===== src/rtl/conv_result_collector.sv =====
// Collects float16 convolution results, one per in_valid rising edge, into a
// result_width x result_length map and hands it downstream with a valid/ready hold.
module conv_result_collector #(
    parameter int data_width    = 16,
    parameter int result_length = 2,
    parameter int result_width  = 2,
    parameter int relu_en       = 0
) (
    input  logic                                            clk,
    input  logic                                            reset,
    input  logic                                            conv_en,
    input  logic [data_width-1:0]                           in_result,
    input  logic                                            in_valid,
    output logic [data_width-1:0]                           anchor_2D,
    output logic [data_width-1:0]                           anchor_1D,
    output logic [0:result_length*result_width*data_width-1] fmap,
    output logic                                            fmap_valid,
    input  logic                                            fmap_ready,
    output logic                                            busy
);

    localparam int map_bits = result_length * result_width * data_width;
    localparam logic [data_width-1:0] last_col = data_width'(result_length - 1);
    localparam logic [data_width-1:0] last_row = data_width'(result_width - 1);
    localparam logic [data_width-1:0] one      = data_width'(1);

    typedef enum logic [1:0] {IDLE, COLLECT, HOLD} state_t;

    state_t                  state_q, state_d;
    logic [data_width-1:0]   anchor_2d_q, anchor_2d_d;
    logic [data_width-1:0]   anchor_1d_q, anchor_1d_d;
    logic [0:map_bits-1]     fmap_q, fmap_d;
    logic                    fmap_valid_q, fmap_valid_d;
    logic                    in_valid_prev_q, in_valid_prev_d;
    logic [data_width-1:0]   store_val;

    // Sign bit set means negative, including -0, so it clamps to +0 under ReLU.
    assign store_val = (relu_en != 0 && in_result[data_width-1]) ? '0 : in_result;

    always_comb begin
        state_d         = state_q;
        anchor_2d_d     = anchor_2d_q;
        anchor_1d_d     = anchor_1d_q;
        fmap_d          = fmap_q;
        fmap_valid_d    = fmap_valid_q;
        in_valid_prev_d = in_valid;
        case (state_q)
            IDLE: begin
                if (conv_en) begin
                    state_d         = COLLECT;
                    anchor_2d_d     = '0;
                    anchor_1d_d     = '0;
                    in_valid_prev_d = 1'b0;
                end
            end
            COLLECT: begin
                // Abort takes priority over a coincident accept.
                if (!conv_en) begin
                    state_d     = IDLE;
                    anchor_2d_d = '0;
                    anchor_1d_d = '0;
                end else if (in_valid && !in_valid_prev_q) begin
                    for (int r = 0; r < result_width; r++) begin
                        for (int c = 0; c < result_length; c++) begin
                            if (anchor_2d_q == data_width'(r) && anchor_1d_q == data_width'(c)) begin
                                fmap_d[(r*result_length+c)*data_width +: data_width] = store_val;
                            end
                        end
                    end
                    if (anchor_1d_q == last_col) begin
                        anchor_1d_d = '0;
                        if (anchor_2d_q == last_row) begin
                            anchor_2d_d  = '0;
                            state_d      = HOLD;
                            fmap_valid_d = 1'b1;
                        end else begin
                            anchor_2d_d = anchor_2d_q + one;
                        end
                    end else begin
                        anchor_1d_d = anchor_1d_q + one;
                    end
                end
            end
            HOLD: begin
                if (fmap_ready) begin
                    fmap_valid_d = 1'b0;
                    state_d      = IDLE;
                end
            end
            default: begin
                state_d = IDLE;
            end
        endcase
    end

    always_ff @(posedge clk) begin
        if (reset) begin
            state_q         <= IDLE;
            anchor_2d_q     <= '0;
            anchor_1d_q     <= '0;
            fmap_q          <= '0;
            fmap_valid_q    <= 1'b0;
            in_valid_prev_q <= 1'b0;
        end else begin
            state_q         <= state_d;
            anchor_2d_q     <= anchor_2d_d;
            anchor_1d_q     <= anchor_1d_d;
            fmap_q          <= fmap_d;
            fmap_valid_q    <= fmap_valid_d;
            in_valid_prev_q <= in_valid_prev_d;
        end
    end

    assign anchor_2D  = anchor_2d_q;
    assign anchor_1D  = anchor_1d_q;
    assign fmap       = fmap_q;
    assign fmap_valid = fmap_valid_q;
    assign busy       = (state_q == COLLECT);

endmodule

===== config.mk =====
export PLATFORM = sky130hd
export DESIGN_NAME = conv_result_collector
export DESIGN_NICKNAME = d
export VERILOG_FILES = /design/src/rtl/conv_result_collector.sv
export SDC_FILE = /design/constraint.sdc
export NUM_CORES = 1
export LEC_CHECK = 0
export BUFFER_PORTS_ARGS = -buffer_cell sky130_fd_sc_hd__buf_4
export CAP_MARGIN = 25
export CELL_PAD_IN_SITES_DETAIL_PLACEMENT = 1
export CELL_PAD_IN_SITES_GLOBAL_PLACEMENT = 2
export CORE_MARGIN = 2
export CORE_UTILIZATION = 28
export CTS_CLUSTER_SIZE = 12
export DETAILED_ROUTE_END_ITERATION = 10
export PLACE_DENSITY_LB_ADDON = 0.05
export SLEW_MARGIN = 40
export SYNTH_ARGS = -nofsm -noshare
export SYNTH_HDL_FRONTEND = slang
export SYNTH_SLANG_ARGS = --single-unit
export TNS_END_PERCENT = 1

===== constraint.sdc =====
create_clock -name clk -period 2.1 [get_ports clk]
set_input_delay 0.42 -clock clk [delete_from_list [all_inputs] [get_ports clk]]
set_output_delay 0.42 -clock clk [all_outputs]
set_load 0.05 [all_outputs]

==> results.md, run 1 <==
* Ports at 119
* Worst Path Buf+Inv at 2
* FF-to-FF Start: anchor_1D[3]
* Syn avg cell area at 9.34 um^2
* Ant. Diodes at 0
* Critical Path Max Stage Delay at 0.50 ns
* Core area at 14600 um^2
* PwrDens at 654 nW/um^2
* Layout Nets at 628
* P&R area growth vs syn at 42.5%
* CTS max path bufs at 2
* Register area share after synthesis at 0.472
* Crit. End Element: flip-flop
* Leakage at 2.47 nW
* Utilization after layout at 0.413
* Max-cap check violation count at 0
* Yosys Warn Count at 0
* Worst EP arrival at 2.26 ns
* Gpl congestion at 0.756
* Initial DRC count at 100
* Slew @ Worst Pin at 0.586 ns
* Die area at 16100 um^2
* Reg2Reg Setup Slack at 0.08 ns
* Post-DP HPWL at 9.18 mm
* Unrepaired setup endpoints after global routing: yes
* Final setup viols at 0
* Routed Antenna Nets at 0
* Cts bufs inserted at 9
* Netlist cell types at 43
* Slew Limit Fails at 0
* Worst path cell trace: nor4_4 -> nand4_1 -> buf_6 -> a2111oi_1 -> buf_4 -> xnor2_1 -> nor2_1
* #FFs+latches synth at 100
* Via density at 4.75
* Die height at 127 um
* Delay-heaviest family, CP: simple AND/OR/NAND/NOR gates
* Vias in the first global route at 3868
* H-tree depth at 3
* Final Cycle Share at 0.961
* EDFF count, synth at 0
* Register-to-Register Path Depth at 7
* Critical Path RT at 2.34 ns
* Final clock skew at 0.00921 ns
* Synth Instances at 454
* DRT Pass-1 Iters at 4
* Layout cells sized above 1 at 0.365
* Post-synthesis async set-or-reset flop share at 0
* GRT overflow at 0
* Max Fclk at 0.495 GHz
* CP Launch Type: flip-flop
* CTS tree: built
* Final Hold Slack at 0.254 ns
* Clock latency on the worst-skew pair at 0.35 ns
* Die Width at 127 um
* Initial antenna violation count at 0
* Setup crit start: anchor_1D[3]
* Run status: completed
* # rows at 44
* Cell taking the most area after synthesis: dfxtp_1
* Post-route insts no fill at 790
* Global-route wire length before repair at 20.8 mm
* Largest net degree at the start of global routing at 53
* Ys flop type: dfxtp_1
* Final WL at 13.1 mm
* Drt drc at 0
* Syn Nets at 481
* Worst VDD drop at 0.428 mV
* WS Path Type: flip-flop to flip-flop
* Min Tclk post-route at 2.02 ns
* Synth top area share at 0.472
* Routed vias at 3752
* Synth cell count leaders: dfxtp_1, nor2_1, mux2i_1, nand2_1, a21oi_1
* Wire length per cell at 16.6 um
* Fin. Hold Viols at 0
* Initial core utilization at 0.289
* Worst setup path endpoint: anchor_2D[12]
* GRT Util Overall at 0.166
* Crit-path slowest cell: a2111oi_1
* # clock sinks at 100
* IO Port Bufs at 118
* Clock root cell: clkbuf_16
* Reg2reg end: anchor_2D[12]
* Relative slew slack at 0.609
* WP depth at 7
* Clk slew on worst S/H paths at 0.07 ns
* Most common cell in the synthesized netlist: dfxtp_1
* Placed Cells at 773
* Synth top area cells: dfxtp_1, mux2i_1, nor2_1
* Critical-path maximum fanout at 7
* HP Class: input pin to flip-flop
* Mapped Area at 4240 um^2
area by class of cell:
| cell class | count | area (um^2) |
|---|---|---|
| inverter | 13 | 48.8 |
| fill | 1689 | 8600 |
| timing repair buffer | 158 | 1270 |
| multi-input combinational | 319 | 2140 |
| tap | 184 | 230 |
| clock inverter | 5 | 62.6 |
| clock buffer | 11 | 253 |
| sequential | 100 | 2040 |
cells in the final DEF, fill, tap and decap left out, types with 6 or more instances in the layout:
master / instances
inv_1: 12
xnor2_1: 20
nor4_4: 8
nor2_1: 78
ha_1: 6
nand2_1: 48
a21oi_1: 23
clkbuf_16: 9
dfxtp_2: 24
nand3_1: 8
buf_12: 6
nor3_1: 6
buf_4: 149
nand4_1: 8
dfxtp_1: 74
mux2i_1: 48
power by group:
group / internal (mW) / switching, mW / leakage [nW]
clock: 1.00 / 0.760 / 0.157
combinational: 0.102 / 0.169 / 1.49
sequential: 1.91 / 0.00952 / 0.820
total: 3.01 / 0.939 / 2.47
timing repair:
item,in CTS,in global routing
gates cloned,0,1
setup endpoints to repair,8,39
setup buffers,0,0
pin swaps,0,14
hold buffers,0,0
gates resized for setup,4,12
metal layers:
metal | wire length (um) | global-route usage | vias up
li1 | - | - | 1854
met1 | 5360 | 0.190 | 1809
met2 | 6850 | 0.295 | 77
met3 | 786 | 0.0641 | 12
met4 | 127 | 0.0381 | 0
met5 | 0 | 0 | -
kinds of logic after synthesis:
family,after synthesis,synth area share
AO/OA/AOI/OAI,50,0.0764
XOR/XNOR,23,0.0475
adder cells (fa/ha/maj),6,0.0177
buffers and inverters,35,0.0378
flip-flops,100,0.472
multiplexers,48,0.113
AND/OR/NAND/NOR,192,0.235
metrics by stage:
stage / TNS, ns / power, mW / area [um^2] / setup WS (ns)
floorplan: -0.398 / 2.10 / 4280 / -0.0266
global placement: -0.0465 / 2.22 / 5650 / -0.0235
detailed placement: -0.101 / 2.22 / 5650 / -0.0340
CTS: 0 / 4.03 / 5980 / 0.0128
global route: -0.323 / 4.14 / 6040 / -0.0614
finish: 0 / 3.95 / 6040 / 0.0818
worst min path at each step:
stage,to,depth (start not counted),slack (ns),start
floorplan,state_q[0],1,0.47,state_q[1]
global placement,fmap[17],2,0.44,fmap[17]
detailed placement,fmap[16],2,0.45,fmap[16]
CTS,fmap_valid,2,0.23,fmap_ready
global route,fmap_valid,2,0.23,fmap_ready
finish,fmap_valid,2,0.25,fmap_ready
sequential cells by signal, summed over array words and instances, names as in the netlist:
signal / cells
anchor_1D: 16
anchor_2D: 16
fmap: 64
fmap_valid: 1
in_valid_prev_q: 1
state_q: 2
Note: power is estimated with default switching activity, not from simulation.
==> run 2: changes to the inputs <==
--- a/config.mk
+++ b/config.mk
@@ -7,3 +7,4 @@
 export LEC_CHECK = 0
-export BUFFER_PORTS_ARGS = -buffer_cell sky130_fd_sc_hd__buf_4
+export ABC_AREA = 1
+export BUFFER_PORTS_ARGS = -buffer_cell sky130_fd_sc_hd__buf_2
 export CAP_MARGIN = 25
@@ -12,3 +13,3 @@
 export CORE_MARGIN = 2
-export CORE_UTILIZATION = 28
+export CORE_UTILIZATION = 26
 export CTS_CLUSTER_SIZE = 12
--- a/constraint.sdc
+++ b/constraint.sdc
@@ -3,2 +3,2 @@
 set_output_delay 0.42 -clock clk [all_outputs]
-set_load 0.05 [all_outputs]
+set_load 0.005 [all_outputs]
==> results.md, run 2 <==
* CTS max path bufs at 2
* Leakage at 2.64 nW
* Gpl congestion at 0.775
* Worst path cell trace: ha_1 -> nand2_1 -> nor3_1 -> nand2_2 -> nor2_4 -> nor2_1 -> nor3_1
* Synth cell count leaders: nor2_1, nand2_1, dfxtp_1, nor3_1, inv_1
* Cts bufs inserted at 9
* Ys flop type: dfxtp_1
* Vias in the first global route at 4647
* PwrDens at 846 nW/um^2
* Layout cells sized above 1 at 0.233
* Clock latency on the worst-skew pair at 0.35 ns
* Die height at 137 um
* Critical Path RT at 2.37 ns
* Fin. Hold Viols at 0
* Fin worst setup slack at 0.242 ns
* Die Width at 137 um
* Slew @ Worst Pin at 0.536 ns
* Crit-path slowest cell: dfxtp_1
* Critical Path Max Stage Delay at 0.48 ns
* EDFF count, synth at 0
* CTS tree: built
* WL met3 at 619 um
* Critical-path maximum fanout at 16
* Slew Limit Fails at 0
* Initial core utilization at 0.265
* Commonest cells after routing, fill and taps aside: nor2_1, nand2_1, buf_2, dfxtp_1, nor3_1
* Max Fclk at 0.538 GHz
* Final clock skew at 0.00880 ns
* # clock sinks at 100
* Die area at 18700 um^2
* Final setup viols at 0
* Wire length on met1 at 6.62 mm
* Run status: completed
* #FFs+latches synth at 100
* Largest net degree at the start of global routing at 36
* Cell taking the most area after synthesis: dfxtp_1
* Wire length per cell at 14.7 um
* Drt drc at 0
* Register area share after synthesis at 0.436
* Ant. Diodes at 0
* CTS Hold Bufs at 0
* Crit. End Element: flip-flop
* Global-route wire length before repair at 23.6 mm
* Max-cap check violation count at 0
* Min Tclk post-route at 1.86 ns
* H-tree depth at 3
* Worst Path Buf+Inv at 0
* Utilization after layout at 0.334
* Setup Fix Bufs, Post-CTS at 0
* GRT Util Overall at 0.163
* Worst VDD drop at 0.391 mV
* Clk slew on worst S/H paths at 0.07 ns
* WS Path Type: flip-flop to flip-flop
* Yosys Warn Count at 0
* Final Hold Slack at 0.318 ns
* Syn Nets at 685
* Most common cell after layout, fill and taps aside: nor2_1
* IO Port Bufs at 118
* Relative slew slack at 0.640
* P&R area growth vs syn at 26.0%
* Clock root cell: clkbuf_16
* Max layer used: met4
* Core area at 17300 um^2
* Layout Nets at 808
* Worst EP arrival at 2.13 ns
* Initial DRC count at 144
* Post-CTS sizing at 0
* CP Launch Type: flip-flop
* Multi-input combinational cell area at 2210 um^2
* DP Worst Slack at 0.209 ns
* GRT overflow at 0
* Fillers at 2196
* Wire length on met2 at 7.32 mm
* Unrepaired setup endpoints after global routing: no
* # rows at 48
* Mapped Area at 4590 um^2
* Synth Instances at 658
* Register area at 2000 um^2
* Routed vias at 4511
* Via density at 4.46
* Post-synthesis async set-or-reset flop share at 0
* Netlist cell types at 32
* Synth top area share at 0.436
* Initial antenna violation count at 1
* Ports at 119
* Synth top area cells: dfxtp_1, nor2_1, nand2_1
* DRT Pass-1 Iters at 4
* Delay-heaviest family, CP: simple AND/OR/NAND/NOR gates
* Syn avg cell area at 6.98 um^2
* Most common cell in the synthesized netlist: nor2_1
* Post-DP HPWL at 11.5 mm
* Final WL at 14.8 mm
* Crit path top cell by count: nor3_1
* Final Cycle Share at 0.885
* Max FFs per register at 64
* Final setup TNS at 0 ns
* HP Class: input pin to flip-flop
* Routed Antenna Nets at 0
[run 2: cell count changes in the layout (fill, tap and decap cells not counted), moves of 24 or more]
cell / previous run / this run
buf_2: 1 / 118
buf_4: 149 / 14
dfxtp_1: 74 / 100
dfxtp_2: 24 / 0
inv_1: 12 / 56
mux2i_1: 48 / 0
nand2_1: 48 / 143
nor2_1: 78 / 153
nor3_1: 6 / 80
[run 2: worst min-delay path, cell delays in order]
cell      delay (ns)
buf_2           0.11
inv_2           0.05
a211oi_1        0.04
[run 2: layer usage]
layer  global-route usage  vias to the layer above
met4               0.0647                        0
met5                    0                        -
met3               0.0244                       16
met2                0.288                       89
met1                0.198                     2092
li1                     -                     2314
[run 2: power breakdown]
group | internal, mW | switching [mW]
Combinational | 0.397 | 0.799
Sequential | 1.98 | 0.0799
Clock | 0.824 | 0.809
Total | 3.21 | 1.69
[run 2: metrics by stage]
stage | area [um^2] | cells | total power, mW
2_1_floorplan | 4590 | 658 | 2.85
3_3_place_gp | 5500 | 995 | 3.31
3_5_place_dp | 5500 | 995 | 3.33
4_1_cts | 5780 | 1011 | 4.99
5_1_grt | 5780 | 1011 | 5.19
6_report | 5780 | 1011 | 4.89
[run 2: path summary, 6_finish.rpt]
| path | start | to | slack [ns] | cells after the start |
|---|---|---|---|---|
| max | anchor_2D[0] | fmap[51] | 0.24 | 7 |
| min | in_valid | in_valid_prev_q | 0.32 | 3 |
| max reg2reg | anchor_2D[0] | fmap[51] | 0.24 | 7 |
| min reg2reg | fmap_valid | fmap_valid | 0.46 | 2 |
[run 2: final cells by class]
| cell class | count | share of cell area |
|---|---|---|
| Clock inverter | 7 | 0.0104 |
| Inverter | 66 | 0.0428 |
| Tap cell | 225 | 0.0487 |
| Multi-Input combinational cell | 469 | 0.382 |
| Clock buffer | 9 | 0.0389 |
| Sequential cell | 100 | 0.346 |
| Timing Repair Buffer | 135 | 0.131 |
[run 2: kinds of logic after synthesis]
family / count (synthesis) / synth area share
AND/OR/NAND/NOR: 429 / 0.417
flip-flops: 100 / 0.436
XOR/XNOR: 6 / 0.0114
AO/OA/AOI/OAI: 28 / 0.0371
adder cells (fa/ha/maj): 6 / 0.0164
buffers and inverters: 89 / 0.0823
==> run 3: changes to the inputs <==
ABC_AREA = default   (was 1)
CORE_UTILIZATION = 28   (was 26)
MAX_ROUTING_LAYER = met4   (was default)
PLACE_DENSITY_LB_ADDON = 0.1   (was 0.05)
==> results.md, run 3 (synthesis gave the netlist of run 1 again) <==
* Max-cap check violation count at 0
* Register-to-Register Path Depth at 4
* WS Path Type: flip-flop to flip-flop
* Multi-input combinational cell area at 2140 um^2
* CTS max path bufs at 2
* PwrDens at 675 nW/um^2
* Wire length per cell at 16.4 um
* Ports at 119
* Die Width at 127 um
* Relative slew slack at 0.633
* Post-route insts no fill at 797
* Clock root cell: clkbuf_16
* Critical Path Max Stage Delay at 0.63 ns
* Final setup TNS at 0 ns
* Fillers at 1760
* Final Cycle Share at 0.964
* Most common cell after layout, fill and taps aside: buf_2
* # clock sinks at 100
* Placed Cells at 781
* Commonest cells after routing, fill and taps aside: buf_2, dfxtp_1, nor2_1, nand2_1, mux2i_1
* Unrepaired setup endpoints after global routing: yes
* IO Port Bufs at 118
* DRT Pass-1 Iters at 4
* Worst path cell trace: nand4_1 -> or4_1 -> or4_1 -> a21oi_1
* Slew @ Worst Pin at 0.549 ns
* Clk slew on worst S/H paths at 0.07 ns
* Ant. Diodes at 0
* Final setup viols at 0
* Initial DRC count at 142
* Register area at 2000 um^2
* Initial core utilization at 0.289
* Largest net degree at the start of global routing at 25
* Setup crit start: anchor_2D[6]
* Design Power at 3.89 mW
* Cts bufs inserted at 9
* CP Launch Type: flip-flop
* Layout cells sized above 1 at 0.330
* P&R area growth vs syn at 35.9%
* Final clock skew at 0.00848 ns
* Post-DP HPWL at 9.63 mm
* HP Class: input pin to flip-flop
* DP Worst Slack at -0.0507 ns
* Fin. Hold Viols at 0
* Final WL at 13.1 mm
* Max Fclk at 0.494 GHz
* Initial antenna violation count at 0
* Run status: completed
* # rows at 44
* Routed vias at 3781
* Worst EP arrival at 2.30 ns
* Layout Nets at 635
* Worst VDD drop at 0.460 mV
* CTS tree: built
* Worst setup path endpoint: anchor_2D[15]
* Slew Limit Fails at 0
* Clock latency on the worst-skew pair at 0.35 ns
* Crit. End Element: flip-flop
* Min Tclk post-route at 2.02 ns
* Die area at 16100 um^2
* Vias in the first global route at 4007
* Via density at 4.74
* Reg2Reg Setup Slack at 0.08 ns
* GRT overflow at 0
* Drt drc at 0
* Reg2reg end: anchor_2D[15]
* Max FFs per register at 64
* Crit path top cell by count: or4_1
* Critical-path maximum fanout at 6
* Setup Fix Bufs, Post-CTS at 0
* Gpl congestion at 0.789
* FF-to-FF Start: anchor_2D[6]
* H-tree depth at 3
* Crit-path slowest cell: or4_1
* Die height at 127 um
* Leakage at 2.48 nW
* Fin worst setup slack at 0.0766 ns
* CTS Hold Bufs at 0
* Global-route wire length before repair at 21.1 mm
* GRT Util Overall at 0.172
* Core area at 14600 um^2
* Routed Antenna Nets at 0
* Critical Path RT at 2.38 ns
-- run 3: cell count changes in the layout (fill, tap and decap cells not counted), sizes merged, moves of 6 or more --
cell	previous run	this run
nand2	152	48
nor2	163	78
nor3	80	7
inv	67	15
mux2i	0	48
buf	135	165
nand3	26	8
xnor2	2	20
a21oi	10	26
nor4	0	9
nor3b	0	6
o21ai	10	4
-- run 3: critical path: cells and delay by family (launching register included) --
| family | cells | cell delay (ns) |
|---|---|---|
| compound gates | 1 | 0.16 |
| simple gates | 3 | 1.32 |
| flops | 1 | 0.48 |
-- run 3: stage by stage --
| stage | instance area, um^2 | hold WS, ns | utilization |
|---|---|---|---|
| floorplan | 4240 | 0.448 | - |
| global placement | 5380 | 0.440 | 0.367 |
| detailed placement | 5380 | 0.443 | 0.367 |
| CTS | 5710 | 0.259 | 0.390 |
| global route | 5760 | 0.255 | 0.393 |
| finish | 5760 | 0.272 | 0.393 |
-- run 3: area by class of cell --
| type | count | area share |
|---|---|---|
| repair buffers | 165 | 0.177 |
| flip-flops and latches | 100 | 0.348 |
| well taps | 184 | 0.0400 |
| inverters | 13 | 0.00847 |
| multi-input cells | 319 | 0.371 |
| clock buffers | 11 | 0.0439 |
| clock inverters | 5 | 0.0113 |
-- run 3: power by group --
| part | switching [mW] | internal [mW] |
|---|---|---|
| registers | 0.00731 | 1.91 |
| logic | 0.131 | 0.0893 |
| clock network | 0.750 | 1.00 |
-- run 3: how the worst min path moves through the flow --
| stage | from | cells after the start | slack, ns | endpoint |
|---|---|---|---|---|
| 6_report | fmap_ready | 2 | 0.27 | fmap_valid |
| 5_1_grt | fmap_ready | 2 | 0.25 | fmap_valid |
| 4_1_cts | fmap_ready | 2 | 0.26 | fmap_valid |
| 3_5_place_dp | fmap[26] | 2 | 0.44 | fmap[26] |
| 3_3_place_gp | fmap[16] | 2 | 0.44 | fmap[16] |
| 2_1_floorplan | fmap[16] | 2 | 0.45 | fmap[16] |
-- run 3: what timing repair did --
item / in CTS / in global routing
gates resized for setup: 4 / 11
endpoints found under the hold margin: 0 / 0
pin swaps: 0 / 4
endpoints found under the setup margin: 8 / 69
-- run 3: per-layer routing --
| layer | global-route usage | part of all wire | vias to the layer above |
|---|---|---|---|
| met5 | - | 0 | - |
| met2 | 0.284 | 0.49 | 87 |
| met1 | 0.202 | 0.44 | 1825 |
| met3 | 0.0603 | 0.060 | 8 |
| met4 | 0.0375 | 0.0096 | 0 |
| li1 | - | - | 1861 |
